## src/rtl/mem_stage_lsu_if.sv

```systemverilog
// Data-bus interface between the miniRV MEM stage (master) and the data
// memory or interconnect (slave). Single outstanding request: the master
// holds bus_req and the request fields stable until the slave pulses bus_ack.
interface mem_stage_lsu_if;
  logic        bus_req;
  logic        bus_we;
  logic [31:0] bus_addr;
  logic [31:0] bus_wdata;
  logic [3:0]  bus_wstrb;
  logic [31:0] bus_rdata;
  logic        bus_ack;

  modport master (
    output bus_req,
    output bus_we,
    output bus_addr,
    output bus_wdata,
    output bus_wstrb,
    input  bus_rdata,
    input  bus_ack
  );

  modport slave (
    input  bus_req,
    input  bus_we,
    input  bus_addr,
    input  bus_wdata,
    input  bus_wstrb,
    output bus_rdata,
    output bus_ack
  );
endinterface

```

## src/rtl/mem_stage_lsu.sv

```systemverilog
// miniRV MEM stage load/store unit.
// Sits between EX/MEM and MEM/WB. Non-memory instructions pass through in a
// single cycle; loads and stores go through a three-state FSM
// (IDLE -> BUSY -> DONE) that drives a single-outstanding req/ack bus, stalls
// the front of the pipeline, and hands MEM/WB a bubble until the access ends.
// Optional feature: define MISALIGN_CHK_EN to suppress misaligned accesses
// and flag them on misalign_err instead of issuing them on the bus.
module mem_stage_lsu (
  input  logic                   cpu_clk,
  input  logic                   cpu_rst_n,
  // EX/MEM side
  input  logic                   mem_rd_MEM_in,
  input  logic                   mem_wr_MEM_in,
  input  logic [1:0]             mem_size_MEM_in,
  input  logic                   mem_uns_MEM_in,
  input  logic [31:0]            alu_MEM_in,
  input  logic [31:0]            rs2_MEM_in,
  input  logic [4:0]             wR_MEM_in,
  input  logic                   rf_we_MEM_in,
  input  logic [31:0]            pc_MEM_in,
  // MEM/WB side
  output logic [4:0]             wR_MEM_out,
  output logic                   rf_we_MEM_out,
  output logic [31:0]            wD_MEM_out,
  output logic [31:0]            pc_MEM_out,
  // Pipeline control
  output logic                   stall_MEM,
  // Data bus
  mem_stage_lsu_if.master        bus,
  output logic                   misalign_err
);

  typedef enum logic [1:0] {
    S_IDLE = 2'd0,
    S_BUSY = 2'd1,
    S_DONE = 2'd2
  } state_t;

  state_t      state_q;
  logic [31:0] rdata_q;
  logic        bus_req_q;
  logic        bus_we_q;
  logic [31:0] bus_addr_q;
  logic [31:0] bus_wdata_q;
  logic [3:0]  bus_wstrb_q;

  logic [31:0] bus_wdata_d;
  logic [3:0]  bus_wstrb_d;
  logic [31:0] load_data;

  logic mem_op;
  logic is_byte;
  logic is_half;
  logic is_word;
  logic suppress;
  logic start;

  assign mem_op  = mem_rd_MEM_in | mem_wr_MEM_in;
  assign is_byte = (mem_size_MEM_in == 2'b00);
  assign is_half = (mem_size_MEM_in == 2'b01);
  // Size 11 is handled as a word access.
  assign is_word = mem_size_MEM_in[1];

`ifdef MISALIGN_CHK_EN
  logic mis;
  assign mis      = (is_half & alu_MEM_in[0]) | (is_word & (alu_MEM_in[1:0] != 2'b00));
  // A misaligned op never reaches the bus; it spends one cycle in MEM as a flagged bubble.
  assign suppress = mem_op & mis;
`else
  // Without the check, misaligned accesses go out using the plain lane rules.
  assign suppress = 1'b0;
`endif

  // An access starts only from IDLE; the caller qualifies with the state.
  assign start = mem_op & ~suppress;

  // Store lane replication and byte strobes for the access about to be issued.
  // NOTE: every always_comb output gets a default first so no path can leave it unassigned and infer a latch.
  always_comb begin
    bus_wdata_d = 32'h0;
    bus_wstrb_d = 4'b0000;
    if (mem_wr_MEM_in) begin
      if (is_byte) begin
        bus_wdata_d = {4{rs2_MEM_in[7:0]}};
        bus_wstrb_d = 4'b0001 << alu_MEM_in[1:0];
      end else if (is_half) begin
        bus_wdata_d = {2{rs2_MEM_in[15:0]}};
        bus_wstrb_d = alu_MEM_in[1] ? 4'b1100 : 4'b0011;
      end else begin
        bus_wdata_d = rs2_MEM_in;
        bus_wstrb_d = 4'b1111;
      end
    end
  end

  // Lane extraction and sign/zero extension of the captured load word.
  always_comb begin
    logic [7:0]  ld_byte;
    logic [15:0] ld_half;
    ld_byte = 8'h0;
    case (alu_MEM_in[1:0])
      2'd0:    ld_byte = rdata_q[7:0];
      2'd1:    ld_byte = rdata_q[15:8];
      2'd2:    ld_byte = rdata_q[23:16];
      default: ld_byte = rdata_q[31:24];
    endcase
    ld_half = alu_MEM_in[1] ? rdata_q[31:16] : rdata_q[15:0];
    if (is_byte) begin
      load_data = mem_uns_MEM_in ? {24'h0, ld_byte} : {{24{ld_byte[7]}}, ld_byte};
    end else if (is_half) begin
      load_data = mem_uns_MEM_in ? {16'h0, ld_half} : {{16{ld_half[15]}}, ld_half};
    end else begin
      load_data = rdata_q;
    end
  end

  // Access FSM with registered bus outputs; request fields are latched on entry to BUSY.
  // NOTE: sequential state uses non-blocking assignments so every register samples pre-edge values.
  always_ff @(posedge cpu_clk or negedge cpu_rst_n) begin
    if (!cpu_rst_n) begin
      state_q     <= S_IDLE;
      rdata_q     <= 32'h0;
      bus_req_q   <= 1'b0;
      bus_we_q    <= 1'b0;
      bus_addr_q  <= 32'h0;
      bus_wdata_q <= 32'h0;
      bus_wstrb_q <= 4'b0000;
    end else begin
      case (state_q)
        S_IDLE: begin
          if (start) begin
            state_q     <= S_BUSY;
            bus_req_q   <= 1'b1;
            bus_we_q    <= mem_wr_MEM_in;
            bus_addr_q  <= {alu_MEM_in[31:2], 2'b00};
            bus_wdata_q <= bus_wdata_d;
            bus_wstrb_q <= bus_wstrb_d;
          end
        end
        S_BUSY: begin
          // No timeout: the stage waits on the slave indefinitely.
          if (bus.bus_ack) begin
            state_q     <= S_DONE;
            rdata_q     <= bus.bus_rdata;
            bus_req_q   <= 1'b0;
            bus_we_q    <= 1'b0;
            bus_addr_q  <= 32'h0;
            bus_wdata_q <= 32'h0;
            bus_wstrb_q <= 4'b0000;
          end
        end
        S_DONE: begin
          state_q <= S_IDLE;
        end
        default: begin
          state_q <= S_IDLE;
        end
      endcase
    end
  end

  assign bus.bus_req   = bus_req_q;
  assign bus.bus_we    = bus_we_q;
  assign bus.bus_addr  = bus_addr_q;
  assign bus.bus_wdata = bus_wdata_q;
  assign bus.bus_wstrb = bus_wstrb_q;

  // Stall, writeback enable and writeback data seen by MEM/WB.
  always_comb begin
    stall_MEM     = 1'b0;
    rf_we_MEM_out = 1'b0;
    wD_MEM_out    = alu_MEM_in;
    case (state_q)
      S_IDLE: begin
        stall_MEM     = start;
        // Stalled or suppressed ops hand MEM/WB a bubble.
        rf_we_MEM_out = rf_we_MEM_in & ~mem_op;
      end
      S_BUSY: begin
        stall_MEM = 1'b1;
      end
      S_DONE: begin
        rf_we_MEM_out = rf_we_MEM_in;
        if (mem_rd_MEM_in) begin
          wD_MEM_out = load_data;
        end
      end
      default: begin
        stall_MEM = 1'b0;
      end
    endcase
    // Keep the pipeline free and MEM/WB quiet while reset is held.
    if (!cpu_rst_n) begin
      stall_MEM     = 1'b0;
      rf_we_MEM_out = 1'b0;
    end
  end

`ifdef MISALIGN_CHK_EN
  assign misalign_err = cpu_rst_n & (state_q == S_IDLE) & suppress;
`else
  assign misalign_err = 1'b0;
`endif

  assign wR_MEM_out = wR_MEM_in;
  assign pc_MEM_out = pc_MEM_in;

endmodule

```

## src/flat_wrapper.sv

```systemverilog
// flat-port wrapper written by rule: the top's interface ports become plain ports
module mem_stage_lsu_flat 
  (cpu_clk, cpu_rst_n, mem_rd_MEM_in, mem_wr_MEM_in, mem_size_MEM_in, mem_uns_MEM_in, alu_MEM_in, rs2_MEM_in, wR_MEM_in, rf_we_MEM_in, pc_MEM_in, wR_MEM_out, rf_we_MEM_out, wD_MEM_out, pc_MEM_out, stall_MEM, misalign_err, bus_bus_req, bus_bus_we, bus_bus_addr, bus_bus_wdata, bus_bus_wstrb, bus_bus_rdata, bus_bus_ack);
  mem_stage_lsu_if bus_i ();
  input  logic cpu_clk;
  input  logic cpu_rst_n;
  input  logic mem_rd_MEM_in;
  input  logic mem_wr_MEM_in;
  input  logic [1:0] mem_size_MEM_in;
  input  logic mem_uns_MEM_in;
  input  logic [31:0] alu_MEM_in;
  input  logic [31:0] rs2_MEM_in;
  input  logic [4:0] wR_MEM_in;
  input  logic rf_we_MEM_in;
  input  logic [31:0] pc_MEM_in;
  output logic [4:0] wR_MEM_out;
  output logic rf_we_MEM_out;
  output logic [31:0] wD_MEM_out;
  output logic [31:0] pc_MEM_out;
  output logic stall_MEM;
  output logic misalign_err;
  output wire logic [$bits(bus_i.bus_req)-1:0] bus_bus_req;
  output wire logic [$bits(bus_i.bus_we)-1:0] bus_bus_we;
  output wire logic [$bits(bus_i.bus_addr)-1:0] bus_bus_addr;
  output wire logic [$bits(bus_i.bus_wdata)-1:0] bus_bus_wdata;
  output wire logic [$bits(bus_i.bus_wstrb)-1:0] bus_bus_wstrb;
  input wire logic [$bits(bus_i.bus_rdata)-1:0] bus_bus_rdata;
  input wire logic [$bits(bus_i.bus_ack)-1:0] bus_bus_ack;
  assign bus_bus_req = bus_i.bus_req;
  assign bus_bus_we = bus_i.bus_we;
  assign bus_bus_addr = bus_i.bus_addr;
  assign bus_bus_wdata = bus_i.bus_wdata;
  assign bus_bus_wstrb = bus_i.bus_wstrb;
  assign bus_i.bus_rdata = bus_bus_rdata;
  assign bus_i.bus_ack = bus_bus_ack;
  mem_stage_lsu u_core (.cpu_clk(cpu_clk), .cpu_rst_n(cpu_rst_n), .mem_rd_MEM_in(mem_rd_MEM_in), .mem_wr_MEM_in(mem_wr_MEM_in), .mem_size_MEM_in(mem_size_MEM_in), .mem_uns_MEM_in(mem_uns_MEM_in), .alu_MEM_in(alu_MEM_in), .rs2_MEM_in(rs2_MEM_in), .wR_MEM_in(wR_MEM_in), .rf_we_MEM_in(rf_we_MEM_in), .pc_MEM_in(pc_MEM_in), .wR_MEM_out(wR_MEM_out), .rf_we_MEM_out(rf_we_MEM_out), .wD_MEM_out(wD_MEM_out), .pc_MEM_out(pc_MEM_out), .stall_MEM(stall_MEM), .bus(bus_i), .misalign_err(misalign_err));
endmodule
```

## config.mk

```make
export PLATFORM = sky130hd
export DESIGN_NAME = mem_stage_lsu_flat
export DESIGN_NICKNAME = d
export VERILOG_FILES = /design/src/rtl/mem_stage_lsu_if.sv /design/src/rtl/mem_stage_lsu.sv /design/src/flat_wrapper.sv
export SDC_FILE = /design/constraint.sdc
export NUM_CORES = 1
export LEC_CHECK = 0
export ABC_CLOCK_PERIOD_IN_PS = 3850
export CAP_MARGIN = 20
export CELL_PAD_IN_SITES_DETAIL_PLACEMENT = 0
export CELL_PAD_IN_SITES_GLOBAL_PLACEMENT = 1
export CORE_MARGIN = 2
export CORE_UTILIZATION = 31
export DETAILED_ROUTE_END_ITERATION = 10
export GPL_ROUTABILITY_DRIVEN = 1
export PLACE_DENSITY = 0.86
export REMOVE_ABC_BUFFERS = 1
export SYNTH_ARGS = -nofsm -noshare
export SYNTH_HDL_FRONTEND = slang
export SYNTH_SLANG_ARGS = --single-unit
```

## constraint.sdc

```tcl
create_clock -name cpu_clk -period 3.85 [get_ports cpu_clk]
set_input_delay 0.5775 -clock cpu_clk [delete_from_list [all_inputs] [get_ports cpu_clk]]
set_output_delay 0.5775 -clock cpu_clk [all_outputs]
set_load 0.05 [all_outputs]
```

Word-level counts from Yosys, hierarchy flattened
Cells that the tools add are included.

word-level totals
  register bits after elaboration = 104
  output and inout port bits = 142
  word-level logic and storage cells = 60
  input bits = 142

cells by class
  bitwise logic cells = 3
  equal/unequal tests = 7
  shifts and indexed selects = 1
  mux-type cells = 35
  reductions and logical operators = 7

operator list
  cell                                                               count
  32-bit 2-to-1 mux                                                  12
  32-bit one-hot mux with 2 select lines                             2
  4-bit 2-to-1 mux                                                   6
  8-bit one-hot mux with 3 select lines                              1
  16-bit 2-to-1 mux                                                  1
  1-bit one-hot mux with 2 select lines                              4
  4-bit one-hot mux with 2 select lines                              1
  2-bit by 1-bit == test with 1-bit output, second input constant    3
  2-bit logical NOT                                                  3
  1-bit 2-to-1 mux                                                   5
  2-bit == test, second input constant                               2
  2-bit 2-to-1 mux                                                   2
  2-bit one-hot mux with 2 select lines                              1
  2-bit AND reduction                                                2
  1-bit by 2-bit << shifter with 4-bit output, first input constant  1
  3-bit AND reduction                                                1
  2-bit by 1-bit != test with 1-bit output, second input constant    1
  2-bit != test, second input constant                               1
  2-bit nonzero test                                                 1
  1-bit bitwise AND                                                  1
  1-bit inverter                                                     1
  1-bit OR                                                           1

Depth between registers and ports, before layout
  word-level depth = 6
  depth in mapped cells = 7

Worst setup path after synthesis
No wires, ideal clock.

  path type = input to output
  start point = in mem_rd_MEM_in
  end point = out wD_MEM_out[24]
  stages = 3
  arrival = 2.856 ns
  required time = 3.273 ns
  path slack = 0.417 ns
  path through = nand3b_1 -> clkbuf_1 -> o311ai_0

on the way
  word-level cells in the longest chain between the ends = 2

RTL lines
  element            line                  text
  from (decl)        flat_wrapper.sv:7     input logic mem_rd_MEM_in;
  32-bit 2-to-1 mux  mem_stage_lsu.sv:184  if (mem_rd_MEM_in) begin
  32-bit 2-to-1 mux  mem_stage_lsu.sv:173  case (state_q)
  to (decl)          flat_wrapper.sv:18    output logic [31:0] wD_MEM_out;

No other way between the ends.

Final worst setup path
  start point = in alu_MEM_in[0]
  end point = out wD_MEM_out[4]

on the way
  word-level cells in the longest chain between the ends = 6

RTL lines
  element                                    line                  text
  from (decl)                                flat_wrapper.sv:11    input logic [31:0] alu_MEM_in;
  2-bit == test (tied with other cells)      mem_stage_lsu.sv:101  case (alu_MEM_in[1:0])
  8-bit one-hot mux with 3 select lines (*)  mem_stage_lsu.sv:101
  32-bit 2-to-1 mux (*)                      mem_stage_lsu.sv:109  load_data = mem_uns_MEM_in ? {24'h0, ld_byte} : {{24{ld_byte[7]}}, ld_byte};
  32-bit 2-to-1 mux (*)                      mem_stage_lsu.sv:108  if (is_byte) begin
  32-bit 2-to-1 mux (*)                      mem_stage_lsu.sv:184
  32-bit 2-to-1 mux (*)                      mem_stage_lsu.sv:173

Mark *: on every way between the ends. The rest lies on a longest branch, timed or not.

==> flow_results.org <==
** Finish
- Inserted Diodes :: 0
- Leaving out fill and tap cells, the most frequent cell in the layout is sky130_fd_sc_hd__clkdlybuf4s50_1.
- P&R area growth vs syn :: 44.15%
- Net count of the finished layout :: around 820
- The top cell types in the final layout, fill and taps aside, are sky130_fd_sc_hd__clkdlybuf4s50_1, sky130_fd_sc_hd__dfrtp_1, sky130_fd_sc_hd__nand2_1.
- Utilization after layout :: 45.15%
- Cells with a size suffix above 1 make up between 10% and 20% of the layout.

** STA
- Slew at the pin closest to its max-slew limit :: ~930 ps
- Final setup violation count :: 0
- Subtracting the final worst setup slack from the clock period gives ~3300 ps.
- Number of pins with negative max-slew slack in the final report :: 0
- Final critical-path share of the clock period :: a little under 90%
- Total count of hold-check failures in the final report :: 0
- Hold is met by 365.9 ps.
- Once routing completed, OpenROAD measured the worst setup slack at 519.6 ps.
- Measured against its own limit, the worst slew margin works out to between 30% and 40%.
- Adding up every negative setup slack in the final design gives 0 ps.
- Across the routed clock network, the largest skew measured is 8.629 ps.
- Achievable clock frequency :: 300.3 MHz
- Setup repair after global routing missed its margin :: false

** Worst setup path
- Beginning of the critical path :: alu_MEM_in[0]
- The kind of cell with the highest combined delay along the critical path is buffers and inverters.
- Startpoint-to-endpoint class of the critical path :: primary input to output pin
- The worst setup path is launched from a primary input.
- Chain of cells forming the critical path :: clkdlybuf4s50_1 > buf_4 > nand2b_1 > a21oi_1 > o21ai_0 > o22a_1 > buf_12
- The worst setup path is captured at an output pin.
- Counting both buffers and inverters, the worst setup path holds a total of 3.
- On the worst path, the slowest cell contributes a delay of 560 ps.
- Arrival time at the worst endpoint :: ~2800 ps
- In this run the critical register-to-register path is launched from u_core.state_q[0]$_DFFE_PN0P_.
- The slowest stage of the critical path is the sky130_fd_sc_hd__nand2b_1 cell.
- STA puts the critical path data required time at 3270 ps.
- Maximum net fanout on the critical path :: 13

** Pwr
- Summed over all cells, the static leakage comes to approximately 3.4 nW.
- IR analysis of the VDD net gives a maximum drop of 448.1 µV.
- Power spread over the standard cell area amounts to between 700 and 800 mW/mm².
- Total power consumption of the routed design :: roughly 0.006 W

** Clocking
- Num CTS Buffers :: 9
- Worst skew pair latency :: around 350 ps
- In this run, post-CTS hold repair placed 0 buffers.
- Bufs on Longest Clock Path :: 2
- Setup Buffers After CTS :: 0
- CTS saw 102 sinks.
- Clock-pin slew was measured on the worst setup and hold paths at roughly 70 ps.
- TritonCTS built the clock tree.
- CTS built an H-tree with a depth of 3.
- CTS Root Cell :: sky130_fd_sc_hd__clkbuf_16
- The number of gates resized after CTS was 0.

** Flow run
- Max-capacitance violation count :: 0

** Synthesis
- Post-Synthesis Cell Area :: around 0.0054 mm²
- For this run, the leading register cell type out of synthesis is sky130_fd_sc_hd__dfrtp_1.
- Main combinational cell family by area after synthesis :: compound AO/OA/AOI/OAI gates
- Part of the Yosys area used for sequential elements :: between 40% and 50%
- Multiplexer share of the synthesized area :: a little over an eighth
- Simple-gate area share of the yosys netlist :: around a tenth
- The synthesized netlist devotes 0% of its cell area to adder and majority cells.
- For this run, the number of Yosys warnings is 0.
- Of the total synthesized cell area, the portion taken by XOR and XNOR cells is 0%.
- In the synthesized netlist, the number of instances is 519.
- Post-synth EDFFs :: 0
- In this run, distinct cell masters in the synthesized netlist total 39.
- The synthesized design contains just over 100 register bits.
- The synthesized netlist devotes 18.81% of its cell area to compound gates.
- Counting flops with an async set or reset pin after synthesis yields a share of 100.0%.
- Each instance of the synthesized netlist takes up on average just over 10 µm².

** Placement
- In this run the tool buffered the top-level ports with approximately 210 buffer cells.
- At the placement stage, the worst setup path has a slack of about 540 ps.
- Detailed placement finished with a half-perimeter wire length of around 14000 µm.
- Routability-driven placement congestion ratio :: roughly 0.81

** Routing
- The final route contains 4800 vias.
- In this run the remaining antenna-violating nets after routing total 0.
- The first routing iteration left 255 violations.
- Residual DRC :: 0
- Routed wire length :: around 20000 µm
- Per-cell via count in the routed design :: about 5.3
- The first detailed-routing pass took 5 iterations.
- Dividing the detail-routed wire length by the instance count gives approximately 22 µm.

** GRT
- GRT Resource Usage Total :: between 20% and 30%
- Global routing finished with a remaining overflow of 0.
- The via count of the first global-routing pass came to about 5000.
- Number of antenna violations at the first check in global routing :: 0
- Entering global routing, the biggest net connects 56 pins.
- The first global-routing pass estimated about 30000 µm of wire.

** Status
- The run finished with clean final reports.

** Die
- Total die area :: between 0.015 and 0.02 mm²
- Row generation in the floorplan step produced 48 rows.
- Die width :: roughly 140 µm
- The die is 135.5 µm tall.
- The initial utilization of the core area, before any placement, comes to about 31%.
- Number of top-level pins :: around 280
- The core region is between 0.015 and 0.02 mm².

** Min path
- Path category of the worst min-delay check :: primary input to async pin
area by class of cell:
| class | instances | area, µm² |
|---|---|---|
| clock buffer | 11 | 242.7 |
| clock inverter | 5 | 57.56 |
| fill | 1585 | 9388 |
| inverter | 12 | 45.04 |
| multi-input combinational | 327 | 2292 |
| sequential | 102 | 2552 |
| tap | 225 | 281.5 |
| timing repair buffer | 221 | 2257 |
path summary, 6_finish.rpt:
| path | endpoint | slack, ps | cells after the start |
|---|---|---|---|
| worst max register to register | u_core.bus.bus_addr[29]$_DFFE_PN0P_ | 1630 | 4 |
| worst min register to register | u_core.bus.bus_wdata[21]$_DFFE_PN0P_ | 490 | 2 |
| min in group cpu_clk | u_core.bus.bus_wdata[21]$_DFFE_PN0P_ | 490 | 2 |
| max in group asynchronous | u_core.rdata_q[13]$_DFFE_PN0P_ | 2260 | 3 |
| worst min-delay path | u_core.bus.bus_addr[11]$_DFFE_PN0P_ | 370 | 2 |
| worst max-delay path | wD_MEM_out[4] | 520 | 7 |
worst register-to-register path, stage by stage, from the launching register on:
cell                      delay, ps
sky130_fd_sc_hd__dfrtp_1        480
sky130_fd_sc_hd__nor3_1         290
sky130_fd_sc_hd__a211o_2        770
sky130_fd_sc_hd__buf_4          430
sky130_fd_sc_hd__a22o_1         190
power breakdown:
group	leakage (nW)	internal, W	switching, W
clock	0.150	0.000524	0.000421
sequential	1.28	0.00154	0.000356
combinational	1.94	0.00123	0.00206
kinds of logic after synthesis:
| logic type | after synthesis |
|---|---|
| AO/OA/AOI/OAI | 141 |
| buffers and inverters | 92 |
| flip-flops | 102 |
| multiplexers | 64 |
| other | 1 |
| AND/OR/NAND/NOR | 119 |
stage by stage:
stage | area, µm² | std cells
global placement | 7428 | 887
detailed placement | 7428 | 887
floorplan | 4873 | 441
finish | 7729 | 903
CTS | 7729 | 903
global route | 7729 | 903
per-layer routing:
metal | GRT usage (%) | part of all wire, %
met5 | 0 | 0
met4 | 6.019 | 1.6
met3 | 8.418 | 11
met2 | 33.05 | 46
met1 | 27.46 | 42
state kept, by name, summed over array words and instances, names as in the netlist:
register,cells
u_core.bus.bus_req,1
u_core.bus.bus_wstrb,4
u_core.rdata_q,32
u_core.state_q,2
u_core.bus.bus_we,1
u_core.bus.bus_addr,30
u_core.bus.bus_wdata,32
cell usage after synthesis (all sizes together), types with 2 or more instances:
library cell	count	area, µm²
a22o	40	350.3
nor2	22	90.09
o2bb2ai	7	61.31
o21ai	40	200.2
mux2i	30	300.3
nor3	5	25.02
clkbuf	12	45.04
a21o	2	15.01
mux2	32	360.4
buf	68	450.4
a221oi	8	70.07
nor3b	2	15.01
nand3	20	100.1
o311ai	7	78.83
nor4bb	6	60.06
mux4	2	48.80
inv	12	45.04
nand2b	3	18.77
nand2	58	217.7
o22a	6	52.55
dfrtp	102	2552
a21oi	24	120.1
Power figures use the tool's default switching activity.
